<file path="config.mk">
export PLATFORM = sky130hd
export DESIGN_NAME = ring_decoder
export DESIGN_NICKNAME = d
export VERILOG_FILES = /design/src/rtl/ring_decoder.sv
export SDC_FILE = /design/constraint.sdc
export NUM_CORES = 1
export LEC_CHECK = 0
export ABC_CLOCK_PERIOD_IN_PS = 2700
export CORE_ASPECT_RATIO = 2
export CORE_UTILIZATION = 50
export CTS_CLUSTER_DIAMETER = 100
export DETAILED_ROUTE_END_ITERATION = 8
export PLACE_DENSITY = 0.84
export SLEW_MARGIN = 30
export SYNTH_ARGS = -nofsm -noshare
export SYNTH_HDL_FRONTEND = slang
export SYNTH_SLANG_ARGS = --single-unit
</file>
<file path="constraint.sdc">
create_clock -name clk -period 2.7 [get_ports clk]
set_input_delay 0.54 -clock clk [delete_from_list [all_inputs] [get_ports clk]]
set_output_delay 0.54 -clock clk [all_outputs]
set_load 0.1 [all_outputs]
</file>
<file path="src/rtl/ring_decoder.sv">
// ring_decoder: receiving end of the one-hot ring-counter scan bus.
// Converts each accepted one-hot sample to a binary position. Checks that the
// ring advances one position at a time in the rotation order, declares lock
// after enough correct advances, counts revolutions while locked, and reports
// malformed samples and out-of-order advances as faults.
module ring_decoder #(
  parameter int WIDTH    = 8,  // ring length (number of one-hot positions)
  parameter int IDX_W    = 3,  // clog2(WIDTH)
  parameter int LOCK_CNT = 2,  // consecutive correct advances needed to lock (1..15)
  parameter int REV_W    = 8   // revolution counter width
) (
  input  logic             clk,
  input  logic             rst,
  input  logic             sample_en,
  input  logic [WIDTH-1:0] ring_in,
  output logic [IDX_W-1:0] index,
  output logic             valid,
  output logic             locked,
  output logic             wrap,
  output logic [REV_W-1:0] rev_count,
  output logic             err_onehot,
  output logic             err_seq,
  output logic [7:0]       fault_cnt
);

  localparam int MC_W = 4;
  localparam logic [MC_W-1:0]  LOCK_TARGET = MC_W'(LOCK_CNT);
  localparam logic [IDX_W-1:0] LAST_POS    = IDX_W'(WIDTH - 1);
  localparam logic [7:0]       FAULT_MAX   = 8'hFF;

  typedef enum logic [0:0] {
    SEARCH = 1'b0,
    TRACK  = 1'b1
  } state_t;

  // Exactly one bit set: non-zero, and clearing the lowest set bit leaves zero.
  function automatic logic is_onehot(input logic [WIDTH-1:0] v);
    logic [WIDTH-1:0] rest;
    rest = v & (v - WIDTH'(1'b1));
    return (v != {WIDTH{1'b0}}) && (rest == {WIDTH{1'b0}});
  endfunction

  // Binary encoder built purely from OR terms: index bit b is the OR of every
  // ring bit whose position has bit b set. No priority, so the result is only
  // meaningful when the input is known to be one-hot.
  function automatic logic [IDX_W-1:0] onehot_to_bin(input logic [WIDTH-1:0] v);
    logic [IDX_W-1:0] r;
    r = {IDX_W{1'b0}};
    for (int b = 0; b < IDX_W; b++) begin
      for (int i = 0; i < WIDTH; i++) begin
        r[b] = r[b] | (v[i] & i[b]);
      end
    end
    return r;
  endfunction

  // Next position in rotation order; the top position wraps to zero.
  function automatic logic [IDX_W-1:0] successor(input logic [IDX_W-1:0] p);
    logic [IDX_W-1:0] s;
    if (p == LAST_POS) begin
      s = {IDX_W{1'b0}};
    end else begin
      s = p + IDX_W'(1'b1);
    end
    return s;
  endfunction

  state_t           state_q, state_d;
  logic             have_prev_q, have_prev_d;
  logic [MC_W-1:0]  match_cnt_q, match_cnt_d;
  logic [IDX_W-1:0] index_q, index_d;
  logic             valid_q, valid_d;
  logic             locked_q, locked_d;
  logic             wrap_q, wrap_d;
  logic [REV_W-1:0] rev_count_q, rev_count_d;
  logic             err_onehot_q, err_onehot_d;
  logic             err_seq_q, err_seq_d;
  logic [7:0]       fault_cnt_q, fault_cnt_d;

  logic             ring_legal;
  logic [IDX_W-1:0] ring_pos;
  logic [IDX_W-1:0] next_pos;
  logic [MC_W-1:0]  match_inc;
  logic             fault_hit;

  // Decode the incoming sample and the expected next position.
  always_comb begin
    ring_legal = is_onehot(ring_in);
    ring_pos   = onehot_to_bin(ring_in);
    next_pos   = successor(index_q);
    match_inc  = match_cnt_q + MC_W'(1'b1);
  end

  // Next-state and output computation for the SEARCH/TRACK tracker.
  always_comb begin
    state_d      = state_q;
    have_prev_d  = have_prev_q;
    match_cnt_d  = match_cnt_q;
    index_d      = index_q;
    valid_d      = 1'b0;
    wrap_d       = 1'b0;
    rev_count_d  = rev_count_q;
    err_onehot_d = 1'b0;
    err_seq_d    = 1'b0;
    fault_hit    = 1'b0;

    if (sample_en) begin
      if (!ring_legal) begin
        // Malformed vector: keep the last good index, forget history, unlock.
        err_onehot_d = 1'b1;
        fault_hit    = 1'b1;
        have_prev_d  = 1'b0;
        match_cnt_d  = {MC_W{1'b0}};
        state_d      = SEARCH;
      end else if (have_prev_q && (ring_pos == index_q)) begin
        // Same position seen again (slow ring, oversampled): nothing to do.
        state_d = state_q;
      end else begin
        case (state_q)
          SEARCH: begin
            index_d     = ring_pos;
            have_prev_d = 1'b1;
            if (!have_prev_q) begin
              match_cnt_d = {MC_W{1'b0}};
            end else if (ring_pos == next_pos) begin
              match_cnt_d = match_inc;
              if (match_inc >= LOCK_TARGET) begin
                state_d = TRACK;
                valid_d = 1'b1;
              end else begin
                state_d = SEARCH;
              end
            end else begin
              // Out-of-order while unlocked just restarts the lock count.
              match_cnt_d = {MC_W{1'b0}};
            end
          end
          TRACK: begin
            index_d = ring_pos;
            if (ring_pos == next_pos) begin
              valid_d = 1'b1;
              if (index_q == LAST_POS) begin
                wrap_d      = 1'b1;
                rev_count_d = rev_count_q + REV_W'(1'b1);
              end else begin
                wrap_d = 1'b0;
              end
            end else begin
              err_seq_d   = 1'b1;
              fault_hit   = 1'b1;
              state_d     = SEARCH;
              have_prev_d = 1'b1;
              match_cnt_d = {MC_W{1'b0}};
            end
          end
          default: begin
            state_d     = SEARCH;
            have_prev_d = 1'b0;
            match_cnt_d = {MC_W{1'b0}};
          end
        endcase
      end
    end else begin
      state_d = state_q;
    end

    if (fault_hit && (fault_cnt_q != FAULT_MAX)) begin
      fault_cnt_d = fault_cnt_q + 8'd1;
    end else begin
      fault_cnt_d = fault_cnt_q;
    end

    locked_d = (state_d == TRACK);
  end

  // State and registered outputs, cleared asynchronously by rst.
  always_ff @(posedge clk or posedge rst) begin
    if (rst) begin
      state_q      <= SEARCH;
      have_prev_q  <= 1'b0;
      match_cnt_q  <= {MC_W{1'b0}};
      index_q      <= {IDX_W{1'b0}};
      valid_q      <= 1'b0;
      locked_q     <= 1'b0;
      wrap_q       <= 1'b0;
      rev_count_q  <= {REV_W{1'b0}};
      err_onehot_q <= 1'b0;
      err_seq_q    <= 1'b0;
      fault_cnt_q  <= 8'd0;
    end else begin
      state_q      <= state_d;
      have_prev_q  <= have_prev_d;
      match_cnt_q  <= match_cnt_d;
      index_q      <= index_d;
      valid_q      <= valid_d;
      locked_q     <= locked_d;
      wrap_q       <= wrap_d;
      rev_count_q  <= rev_count_d;
      err_onehot_q <= err_onehot_d;
      err_seq_q    <= err_seq_d;
      fault_cnt_q  <= fault_cnt_d;
    end
  end

  assign index      = index_q;
  assign valid      = valid_q;
  assign locked     = locked_q;
  assign wrap       = wrap_q;
  assign rev_count  = rev_count_q;
  assign err_onehot = err_onehot_q;
  assign err_seq    = err_seq_q;
  assign fault_cnt  = fault_cnt_q;

endmodule

</file>
=== After elaboration in Yosys (flattened, before gate mapping) ===
Index checks and enable logic that the tools add are counted.

* Output and inout bits: 24
* Bits of input ports: 11
* Logic and storage cells: 79
* Bits in registers: 29

* Equal/unequal tests: 6
* Reduce and logical (&&, ||, !) cells: 9
* Multiplexer cells: 36
* Magnitude comparators: 1
* Add/sub/neg operators: 5
* Bitwise logic cells: 12

{| class="wikitable"
|+ Operators by type and width
! kind !! number
|-
| $mux 1 || 27
|-
| $mux 4 || 5
|-
| $add 8x1->8 const B || 2
|-
| $or 1x1->1 || 9
|-
| $and 8x8->8 || 1
|-
| $logic_not 8->1 || 1
|-
| $ne 8x8->1 const B || 1
|-
| $pmux 4 s2 || 1
|-
| $reduce_bool 8->1 || 1
|-
| $sub 8x1->8 const B || 1
|-
| $eq 3x3->1 || 2
|-
| $reduce_and 3->1 || 2
|-
| $reduce_and 6->1 || 1
|-
| $add 4x1->4 const B || 1
|-
| $ge 4x2->1 const B || 1
|-
| $pmux 1 s2 || 2
|-
| $add 3x1->3 const B || 1
|-
| $eq 3x3->1 const B || 1
|-
| $logic_and 1x1->1 || 3
|-
| $mux 3 || 1
|-
| $ne 3x3->1 const B || 1
|-
| $ne 2x2->1 const B || 1
|-
| $not 1->1 || 2
|-
| $reduce_and 2->1 || 1
|}

=== Longest topological paths before layout ===
Gate-level depths: netlist of run 1.

* Depth after elaboration: 10
* Gate-level depth with buffers: 9
* Depth with buffers taken out: 8

=== Least setup slack after synthesis of run 1 ===
OpenSTA, ideal clock, no wires.

* Path kind: flip-flop to flip-flop
* Start point: register index_q[0] (netlist: index[0])
* End point: register rev_count_q[4] (netlist: rev_count[4])
* Data required time: 2,540 ps
* Period minus slack after synthesis: 2,776 ps
* Buffers on the path: 1
* Cell stages (with the launch flop): 9
* Library setup time: 160 ps
* Setup slack: -76 ps
* Data arrival time: 2,616 ps
* Cell sequence: dfrtp_1 ha_1 ha_1 o311a_1 nor3_2 and4_4 buf_6 nand4_1 xnor2_1

* Word-level cells in the longest chain between the ends: 4
* Elaborated cells on any way between the ends: 8
* Classes of those cells: 1 x add/sub; 3 x eq/ne; 1 x mux; 1 x bitwise; 2 x reduce/logical

{| class="wikitable"
|+ Ends and longest elaborated chain
! item !! RTL line !! text
|-
| start, declared || 71 || <nowiki>logic [IDX_W-1:0] index_q, index_d;</nowiki>
|-
| start signal, assigned || 182 || <nowiki>index_q <= {IDX_W{1'b0}};</nowiki>
|-
| start signal, assigned || 194 || <nowiki>index_q <= index_d;</nowiki>
|-
| $add 3x1->3, or another cell as far along || 63 || <nowiki>s = p + IDX_W'(1'b1);</nowiki>
|-
| $mux 3 / $logic_and 1x1->1 (equally long branches) || 60, 115 ||
|-
| $eq 3x3->1 / $not 1->1 (equally long branches) || - ||
|-
| $reduce_and 6->1 (no source line) (*) || - ||
|-
| end signal, assigned || 186 || <nowiki>rev_count_q <= {REV_W{1'b0}};</nowiki>
|-
| end signal, assigned || 198 || <nowiki>rev_count_q <= rev_count_d;</nowiki>
|-
| end, declared || 75 || <nowiki>logic [REV_W-1:0] rev_count_q, rev_count_d;</nowiki>
|}

Mark *: on every way between the ends. The rest lies on a longest branch, timed or not.
A chain may end at the register's enable or synchronous reset.

=== Worst setup path after layout of run 1 ===
* Start point: input ring_in[3]
* End point: register fault_cnt_q[7] (netlist: fault_cnt[7])

* Word-level cells in the longest chain between the ends: 10
* Elaborated cells on any way between the ends: 20
* Classes of those cells: 1 x add/sub; 2 x eq/ne; 5 x mux; 7 x bitwise; 5 x reduce/logical

{| class="wikitable"
|+ Ends and longest elaborated chain
! item !! RTL line !! text
|-
| start, declared || 15 || <nowiki>input logic [WIDTH-1:0] ring_in,</nowiki>
|-
| parallel branches: the longest is 7 deep, another holds $sub 8x1->8 || - ||
|-
| $mux 1 (*) || 108 || <nowiki>if (!ring_legal) begin</nowiki>
|-
| $mux 1 (*) || 107 || <nowiki>if (sample_en) begin</nowiki>
|-
| $logic_and 1x1->1 (*) || 167 || <nowiki>if (fault_hit && (fault_cnt_q != FAULT_MAX)) begin</nowiki>
|-
| end signal, assigned || 201 || <nowiki>fault_cnt_q <= fault_cnt_d;</nowiki>
|-
| end, declared || 78 || <nowiki>logic [7:0] fault_cnt_q, fault_cnt_d;</nowiki>
|}

Every way passes the cells marked *.

==> results.toml, run 1 <==
[routing]
wl_per_cell_microns = 15.3
first_pass_iters = 4
final_antenna_net_count = 0
drc = 0
vias_per_cell = 5.76
wirelength_mm = 3.82
via_count = 1435
detail_route.iter0.violations = 29

[timing]
final.min_clock_period_ns = 2.58
setup_violations = 0
slew_violations = 0
worstMarginPinSlew_ns = 0.759
whs_ns = 0.470
fin_worst_skew_ns = 0.00820
fin_ws_ns = 0.120
timing.final.hold_violations = 0
maxSlewHeadroom_pct = 49.4
finalCritPeriodShare_pct = 95.5
fmax_mhz = 388

[clock_network]
hold_buffers = 0
cts_tree = "done"
clkSinkCount = 29
cts.path.max_buffers = 2
root_buffer = "clkbuf_8"
clk-insertion-delay-late_ns = 0.29
ctsHtreeMaxLevel = 2
clk_pin_slew_ns = 0.06
cts_made_buffers = 5

[setup_path]
end_kind = "flop"
cpMaxStageDelayCell = "clkdlybuf4s50_1"
crit_chain = "clkdlybuf4s50_1, buf_4, nor4_2, mux2i_1, a21oi_1, nor3b_2, buf_4, o21ai_4, nor4_1, xor2_1"
crit_buf_inv = 3
path_max_fanout = 6
worstSetupStartpointType = "input pin"
reg2reg_from = "index[0]"
r2r-end = "fault_cnt[1]"
critical_path.max_stage_delay_ns = 0.48
worstPathArrival_ns = 2.79
crit_top_cell = "buf_4"
critical_path_class = "in -> reg"
ff2ff_setup_slack_ns = 0.36
cp_top_family = "buffers and inverters"
r2r_cells = 6
required_ns = 2.91

[global_routing]
grt_max_degree = 22
grt_overflow = 0
grt_pass1_vias = 1411
gr-usage-all-layers_pct = 24.2
antenna_found_initial = 0
grt_pass1_wl_mm = 6.17

[cells_and_area]
fillCellCount = 225
diodes = 0
area_growth_pct = 37.7
most-common-layout-cells = "buf_4 (46), dfrtp_1 (27), nor2_1 (14)"
layout_commonest_cell = "buf_4"
fin_nets = 235
drive_above_1_share_pct = 33.3

[worst_hold_path]
hold_depth = 1
min_path_type = "reg -> reg"
holdPathEnd = "rev_count[7]"
min-delay-start = "rev_count[7]"

[logic_synthesis]
syn_area_sq_mm = 0.00159
netlist.area_leader.share_pct = 45.6
synthTopCellsByArea = "dfrtp_1 (46%), xnor2_1 (6.1%), ha_1 (4.7%)"
synth_top_area_cell = "dfrtp_1"
synth-seq-cells = 29
ys_seq_area_share_pct = 45.6
yosys_warnings = 0
syn-instance-count = 156
syn_avg_cell_area_sq_um = 10.2
synth.distinct_cells = 38
syn-num-nets = 173

[flow_run]
maxCapViolCount = 0

[floorplan]
dieWidth_microns = 41.9
rows = 28
top_level_ports = 35
core-area_sq_mm = 0.00298
dieHeight_microns = 81.8
die_area_sq_mm = 0.00343
start_util_pct = 53.4

[power]
ir_worst_vdd_v = 0.00101
power_density_mw_per_mm2 = 855
p_total_uw = 1870
leakage_uw = 0.00104

[placed_design]
portBuffers = 34
gp_congestion = 0.915
post-place-ws_ns = -0.260
dp_hpwl_mm = 2.97

[run_status]
outcome = "finished, final reports clean"
==> stage by stage <==
step / utilization [%] / TNS (ns) / instance area [sq um] / instances
2_1_floorplan: - / 0 / 1590 / 156
6_report: 73.6 / 0 / 2190 / 249
3_5_place_dp: 68.9 / -3.27 / 2050 / 239
5_1_grt: 73.6 / -0.0453 / 2190 / 249
3_3_place_gp: 68.9 / -0.825 / 2050 / 239
4_1_cts: 72.4 / 0 / 2150 / 247
==> worst max-delay path by stage <==
| stage | start | slack, ns | depth (start not counted) | end |
|---|---|---|---|---|
| 3_3_place_gp | ring_in[3] | -0.11 | 10 | fault_cnt[7] |
| 5_1_grt | ring_in[3] | -0.02 | 10 | fault_cnt[4] |
| 3_5_place_dp | ring_in[3] | -0.26 | 9 | rev_count[4] |
| 2_1_floorplan | index[2] | 0.12 | 7 | rev_count[4] |
| 4_1_cts | ring_in[3] | 0.02 | 9 | rev_count[4] |
| 6_report | ring_in[3] | 0.12 | 10 | fault_cnt[7] |
==> what timing repair did <==
action	in CTS	in global routing
resized for setup	0	4
setup buffers	0	1
endpoints found under the setup margin	0	10
==> per-layer routing <==
layer  vias to the layer above  part of all wire [%]  routed length, microns  global-route usage [%]
li1                        681                     -                       -                       -
met1                       706                    35                    1330                    22.6
met2                        40                    60                    2280                    48.1
met3                         8                   3.5                     135                    4.62
met4                         0                   2.0                      78                    11.6
met5                         -                     0                       0                       0
==> where the power goes <==
group	total, uW	internal, uW	switching [uW]
combinational	887	225	661
clock	398	230	168
sequential	588	503	85.2
==> cells by family after synthesis <==
logic type	synth area share (%)
flip-flops	45.6
buffers and inverters	2.91
AND/OR/NAND/NOR	21.4
multiplexers	3.62
adder cells (fa/ha/maj)	4.72
XOR/XNOR	9.91
AO/OA/AOI/OAI	11.9
==> flip-flops by register name, indices dropped and copies added, names as in the netlist <==
| register | cells |
|---|---|
| err_onehot | 1 |
| err_seq | 1 |
| fault_cnt | 8 |
| have_prev_q | 1 |
| index | 3 |
| locked | 1 |
| match_cnt_q | 4 |
| rev_count | 8 |
| valid | 1 |
| wrap | 1 |
==> cells in the mapped netlist, drive strengths merged <==
| library cell | count |
|---|---|
| mux2 | 3 |
| xor2 | 7 |
| o2bb2ai | 1 |
| o21a | 1 |
| o311a | 2 |
| nor3 | 6 |
| nor3b | 3 |
| nor4 | 6 |
| buf | 2 |
| a21o | 3 |
| mux2i | 2 |
| nand4 | 5 |
| o21ai | 4 |
| ha | 6 |
| o22ai | 1 |
| nor2 | 14 |
| dfrtp | 29 |
| nand2 | 12 |
| inv | 8 |
| and3 | 3 |
| o41a | 1 |
| a31o | 1 |
| nand3 | 5 |
| a21oi | 10 |
| nor2b | 3 |
| o31ai | 1 |
| a211oi | 1 |
| and4 | 1 |
| nand2b | 2 |
| o211ai | 1 |
| or2 | 1 |
| xnor2 | 11 |
==> final cells by class <==
class                           count  area [sq um]  area share, %
Inverter                            8          30.0           1.37
Clock inverter                      1          5.00          0.228
Clock buffer                        7          96.3           4.40
Tap cell                           30          37.5           1.71
Timing Repair Buffer               56           445           20.3
Sequential cell                    29           728           33.2
Multi-Input combinational cell    118           848           38.7
(Power assumes the default switching activity.)
==> run 2, diff against run 1 <==
--- a/config.mk
+++ b/config.mk
@@ -8,6 +8,7 @@
 export ABC_CLOCK_PERIOD_IN_PS = 2700
 export CORE_ASPECT_RATIO = 2
 export CORE_UTILIZATION = 50
+export CTS_BUF_LIST = sky130_fd_sc_hd__clkbuf_2
 export CTS_CLUSTER_DIAMETER = 100
 export DETAILED_ROUTE_END_ITERATION = 8
 export PLACE_DENSITY = 0.84
==> run 2 against run 1 <==
Non-clock buffer count fell by 1. Critical path depth shrank 1. Critical endpoint is now rev_count[4]. Sequential share of layout area grew 1.6 points. Clock power fell by 48%. Power is 10% lower. Final area decreased by 4.6%. Global-route usage is essentially flat. First-iteration DRC count is 6.9% lower. Cell count shrank 0.80%. Register-to-register slack about the same. Maximum frequency grew 0.14%. Largest power group unchanged.
==> results.toml, run 2 (synthesis results as in run 1) <==
[clock_network]
cts_made_buffers = 5
hold_buffers = 0
cts.path.max_buffers = 2
post_cts_buffers = 0
clk_pin_slew_ns = 0.13
cts_tree = "done"
ctsResizeCount = 0
root_buffer = "clkbuf_2"
clkSinkCount = 29
ctsHtreeMaxLevel = 2
clk-insertion-delay-late_ns = 0.37

[floorplan]
rows = 28
die_area_sq_mm = 0.00343
core-area_sq_mm = 0.00298
dieWidth_microns = 41.9
dieHeight_microns = 81.8
top_level_ports = 35
start_util_pct = 53.4

[setup_path]
worstSetupStartpointType = "input pin"
critical_path_class = "in -> reg"
required_ns = 2.95
end_kind = "flop"
worstPathArrival_ns = 2.83
path_max_fanout = 9

[flow_run]
maxCapViolCount = 0

[power]
ir_worst_vdd_v = 0.00112
comb_power_share_pct = 52.7
internal-power_uw = 784
swShare_pct = 53.3
power_switching_uw = 893
p_clk_share_pct = 12.4
power_density_mw_per_mm2 = 802
leakage_uw = 0.00100
pwr-share-seq_pct = 35.0

[placed_design]
post-place-ws_ns = -0.260
portBuffers = 34
placement.cell_area_sq_mm = 0.00205
dp_hpwl_mm = 2.97
gp_congestion = 0.915

[routing]
final_antenna_net_count = 0
via_count = 1386
drc = 0
detail_route.iter0.violations = 27
wirelength_mm = 3.65
first_pass_iters = 4
vias_per_cell = 5.61
wl_per_cell_microns = 14.8

[timing]
timing.final.hold_violations = 0
maxSlewHeadroom_pct = 49.1
whs_ns = 0.480
finalCritPeriodShare_pct = 95.4
slew_violations = 0
worstMarginPinSlew_ns = 0.763
final.min_clock_period_ns = 2.58
rsz0062_at_grt = "false"
fin_ws_ns = 0.124
fin_worst_skew_ns = 0.0198
setup_violations = 0
fmax_mhz = 388
tns_ns = 0

[run_status]
outcome = "finished, final reports clean"

[global_routing]
antenna_found_initial = 0
grt_pass1_vias = 1415
grt_pass1_wl_mm = 6.17
grt_overflow = 0
gr-usage-all-layers_pct = 24.2
grt_max_degree = 22

[worst_hold_path]
min_path_type = "reg -> reg"

[cells_and_area]
diodes = 0
most-common-layout-cells = "buf_4 (45), dfrtp_1 (27), nor2_1 (14)"
drive_above_1_share_pct = 30.0
fin_nets = 233
area_growth_pct = 31.4
layout_commonest_cell = "buf_4"
final_cell_area_sq_mm = 0.00209
finish.utilization_pct = 70.2
## run 2: path summary, 6_finish.rpt
check | startpoint | endpoint | slack, ns | cells past startpoint
setup / recovery | ring_in[3] | rev_count[4] | 0.12 | 9
max in group asynchronous | rst | rev_count[5] | 1.53 | 3
hold / removal | rev_count[7] | rev_count[7] | 0.48 | 1
hold reg to reg | rev_count[7] | rev_count[7] | 0.48 | 1
setup reg to reg | index[0] | fault_cnt[1] | 0.37 | 6
min in group asynchronous | rst | fault_cnt[3] | 0.58 | 2
## run 2: worst max-delay path, cell delays in order
cell and delay [ns]:
clkdlybuf4s50_1 0.48, buf_4 0.17, nor4_1 0.39, mux2i_1 0.14
a21oi_1 0.24, o21a_1 0.23, and4_4 0.32, nand4_1 0.15
xnor2_1 0.16
## run 2: per-layer routing
metal | part of all wire [%] | track usage [%] | vias up
met4 | 2.1 | 11.6 | 0
met5 | 0 | 0 | -
met1 | 35 | 22.3 | 671
met2 | 60 | 48.6 | 30
met3 | 2.9 | 4.62 | 7
li1 | - | - | 678
## run 2: final cells by class
cell class | instances | area (sq um)
repair buffers | 55 | 438
multi-input cells | 117 | 820
fillers | 240 | 887
clock inverters | 3 | 12.5
clock buffers | 5 | 25.0
inverters | 8 | 30.0
flip-flops and latches | 29 | 728
well taps | 30 | 37.5
## run 2: stage by stage
| step | total power [uW] | instances |
|---|---|---|
| after floorplan | 1250 | 156 |
| after global placement | 1460 | 239 |
| after detailed placement | 1480 | 239 |
| after CTS | 1690 | 247 |
| after global routing | 1760 | 247 |
| final | 1680 | 247 |
## run 2: power by group through the flow
stage / sequential [uW] / clock (uW) / combinational [uW]
4_1_cts: 586 / 215 / 889
2_1_floorplan: 1050 / 0 / 198
5_1_grt: 601 / 235 / 928
3_5_place_dp: 595 / 0 / 885
6_report: 586 / 207 / 884
3_3_place_gp: 588 / 0 / 868
==> run 3, diff against run 2 <==
--- a/config.mk
+++ b/config.mk
@@ -7,11 +7,11 @@
 export LEC_CHECK = 0
 export ABC_CLOCK_PERIOD_IN_PS = 2700
 export CORE_ASPECT_RATIO = 2
-export CORE_UTILIZATION = 50
+export CORE_UTILIZATION = 51
 export CTS_BUF_LIST = sky130_fd_sc_hd__clkbuf_2
-export CTS_CLUSTER_DIAMETER = 100
+export CTS_CLUSTER_DIAMETER = 120
 export DETAILED_ROUTE_END_ITERATION = 8
-export PLACE_DENSITY = 0.84
+export PLACE_DENSITY = 0.85
 export SLEW_MARGIN = 30
 export SYNTH_ARGS = -nofsm -noshare
 export SYNTH_HDL_FRONTEND = slang
==> run 3 against run 2 <==
Critical path depth increased by 1. Worst setup slack better by 0.088 ns. Final area shrank 0.36%. Critical endpoint is now fault_cnt[7]. Core utilization fell by 0.25 points. Clock skew down 0.016 ns.
==> results.toml, run 3 (synthesis results as in run 1) <==
[power]
pwr-share-seq_pct = 35.1
leakage_uw = 0.000999
internal-power_uw = 782
swShare_pct = 53.1
comb_power_share_pct = 52.6
power_density_mw_per_mm2 = 801
p_clk_share_pct = 12.3
power_switching_uw = 887
ir_worst_vdd_v = 0.00104
p_total_uw = 1670

[timing]
fin_worst_skew_ns = 0.00394
worstMarginPinSlew_ns = 0.359
fin_ws_ns = 0.212
slew_violations = 0
rsz0062_at_grt = "false"
timing.final.hold_violations = 0
finalCritPeriodShare_pct = 92.1
maxSlewHeadroom_pct = 76.1
setup_violations = 0
final.min_clock_period_ns = 2.49
fmax_mhz = 402

[cells_and_area]
multi_input_area_sq_um = 820
diodes = 0
fin_nets = 232
finish.utilization_pct = 70.0
final-seq-area_sq_um = 728
final_cell_area_sq_mm = 0.00208
layout_commonest_cell = "buf_4"
fillCellCount = 230
drive_above_1_share_pct = 29.6
most-common-layout-cells = "buf_4 (44), dfrtp_1 (27), nor2_1 (14)"
area_growth_pct = 30.9

[setup_path]
path_max_fanout = 6
end_kind = "flop"
required_ns = 3.00
worstSetupStartpointType = "input pin"
worstPathArrival_ns = 2.79
critical_path_class = "in -> reg"

[clock_network]
post_cts_buffers = 0
ctsHtreeMaxLevel = 2
cts.path.max_buffers = 2
ctsResizeCount = 0
clk_pin_slew_ns = 0.14
cts_tree = "done"
clkSinkCount = 29
clk-insertion-delay-late_ns = 0.36
hold_buffers = 0
root_buffer = "clkbuf_2"
cts_made_buffers = 5

[routing]
drc = 0
via_count = 1387
detail_route.iter0.violations = 24
wl_per_cell_microns = 14.4
vias_per_cell = 5.64
first_pass_iters = 4
wirelength_mm = 3.55
final_antenna_net_count = 0

[run_status]
outcome = "finished, final reports clean"

[floorplan]
start_util_pct = 53.4
rows = 28
die_area_sq_mm = 0.00336
top_level_ports = 35
core-area_sq_mm = 0.00298
dieWidth_microns = 41.5
dieHeight_microns = 81

[placed_design]
gp_congestion = 0.889
portBuffers = 34
placement.cell_area_sq_mm = 0.00205
post-place-ws_ns = -0.160
dp_hpwl_mm = 2.84

[worst_hold_path]
min_path_type = "reg -> reg"

[global_routing]
grt_overflow = 0
gr-usage-all-layers_pct = 23.6
grt_pass1_vias = 1411
grt_max_degree = 30
grt_pass1_wl_mm = 6.04
antenna_found_initial = 0

[flow_run]
maxCapViolCount = 0
==> run 3: cell count changes in the layout (fill, tap and decap cells not counted), sizes merged <==
cell / before / now
buf: 45 / 44
==> run 3: power by group through the flow <==
| stage | logic, uW | registers (uW) | clock network, uW |
|---|---|---|---|
| final | 878 | 587 | 205 |
| after global routing | 920 | 601 | 228 |
| after CTS | 882 | 587 | 206 |
| after detailed placement | 880 | 596 | 0 |
| after global placement | 864 | 588 | 0 |
| after floorplan | 198 | 1050 | 0 |
==> run 3: final timing paths <==
kind	start	to	slack, ns	cells after the start
max	ring_in[3]	fault_cnt[7]	0.21	10
min	rev_count[7]	rev_count[7]	0.49	1
max reg2reg	index[0]	fault_cnt[1]	0.37	6
min reg2reg	rev_count[7]	rev_count[7]	0.49	1
max in group asynchronous	rst	index[1]	1.89	3
min in group asynchronous	rst	rev_count[6]	0.52	3
==> run 3: critical path, stage by stage <==
cell and delay, ns:
clkdlybuf4s50_1 0.46, buf_4 0.18, nor4_1 0.35, mux2i_1 0.23
a21oi_1 0.11, nor3b_2 0.19, buf_4 0.15, o21ai_4 0.08
nor4_1 0.30, xor2_1 0.18
==> run 3: metrics by stage <==
stage / setup TNS, ns / cells / hold slack [ns]
2_1_floorplan: 0 / 156 / 0.507
3_3_place_gp: -0.671 / 238 / 0.468
3_5_place_dp: -1.72 / 238 / 0.473
4_1_cts: 0 / 246 / 0.495
5_1_grt: 0 / 246 / 0.526
6_report: 0 / 246 / 0.487
==> run 3: layer usage <==
layer	vias to the layer above	track usage, %	share of wire, %	wire [microns]
met2	39	45.8	57	2030
met4	0	12.6	3.9	137
met3	14	4.44	3.3	118
met1	662	22.5	36	1270
met5	-	0	0	0
li1	672	-	-	-
==> run 3: cell type report <==
type,instances,share of cell area [%]
repair buffers,54,20.7
flip-flops and latches,29,35.0
clock buffers,5,1.20
multi-input cells,117,39.3
well taps,30,1.80
inverters,8,1.44
clock inverters,3,0.601
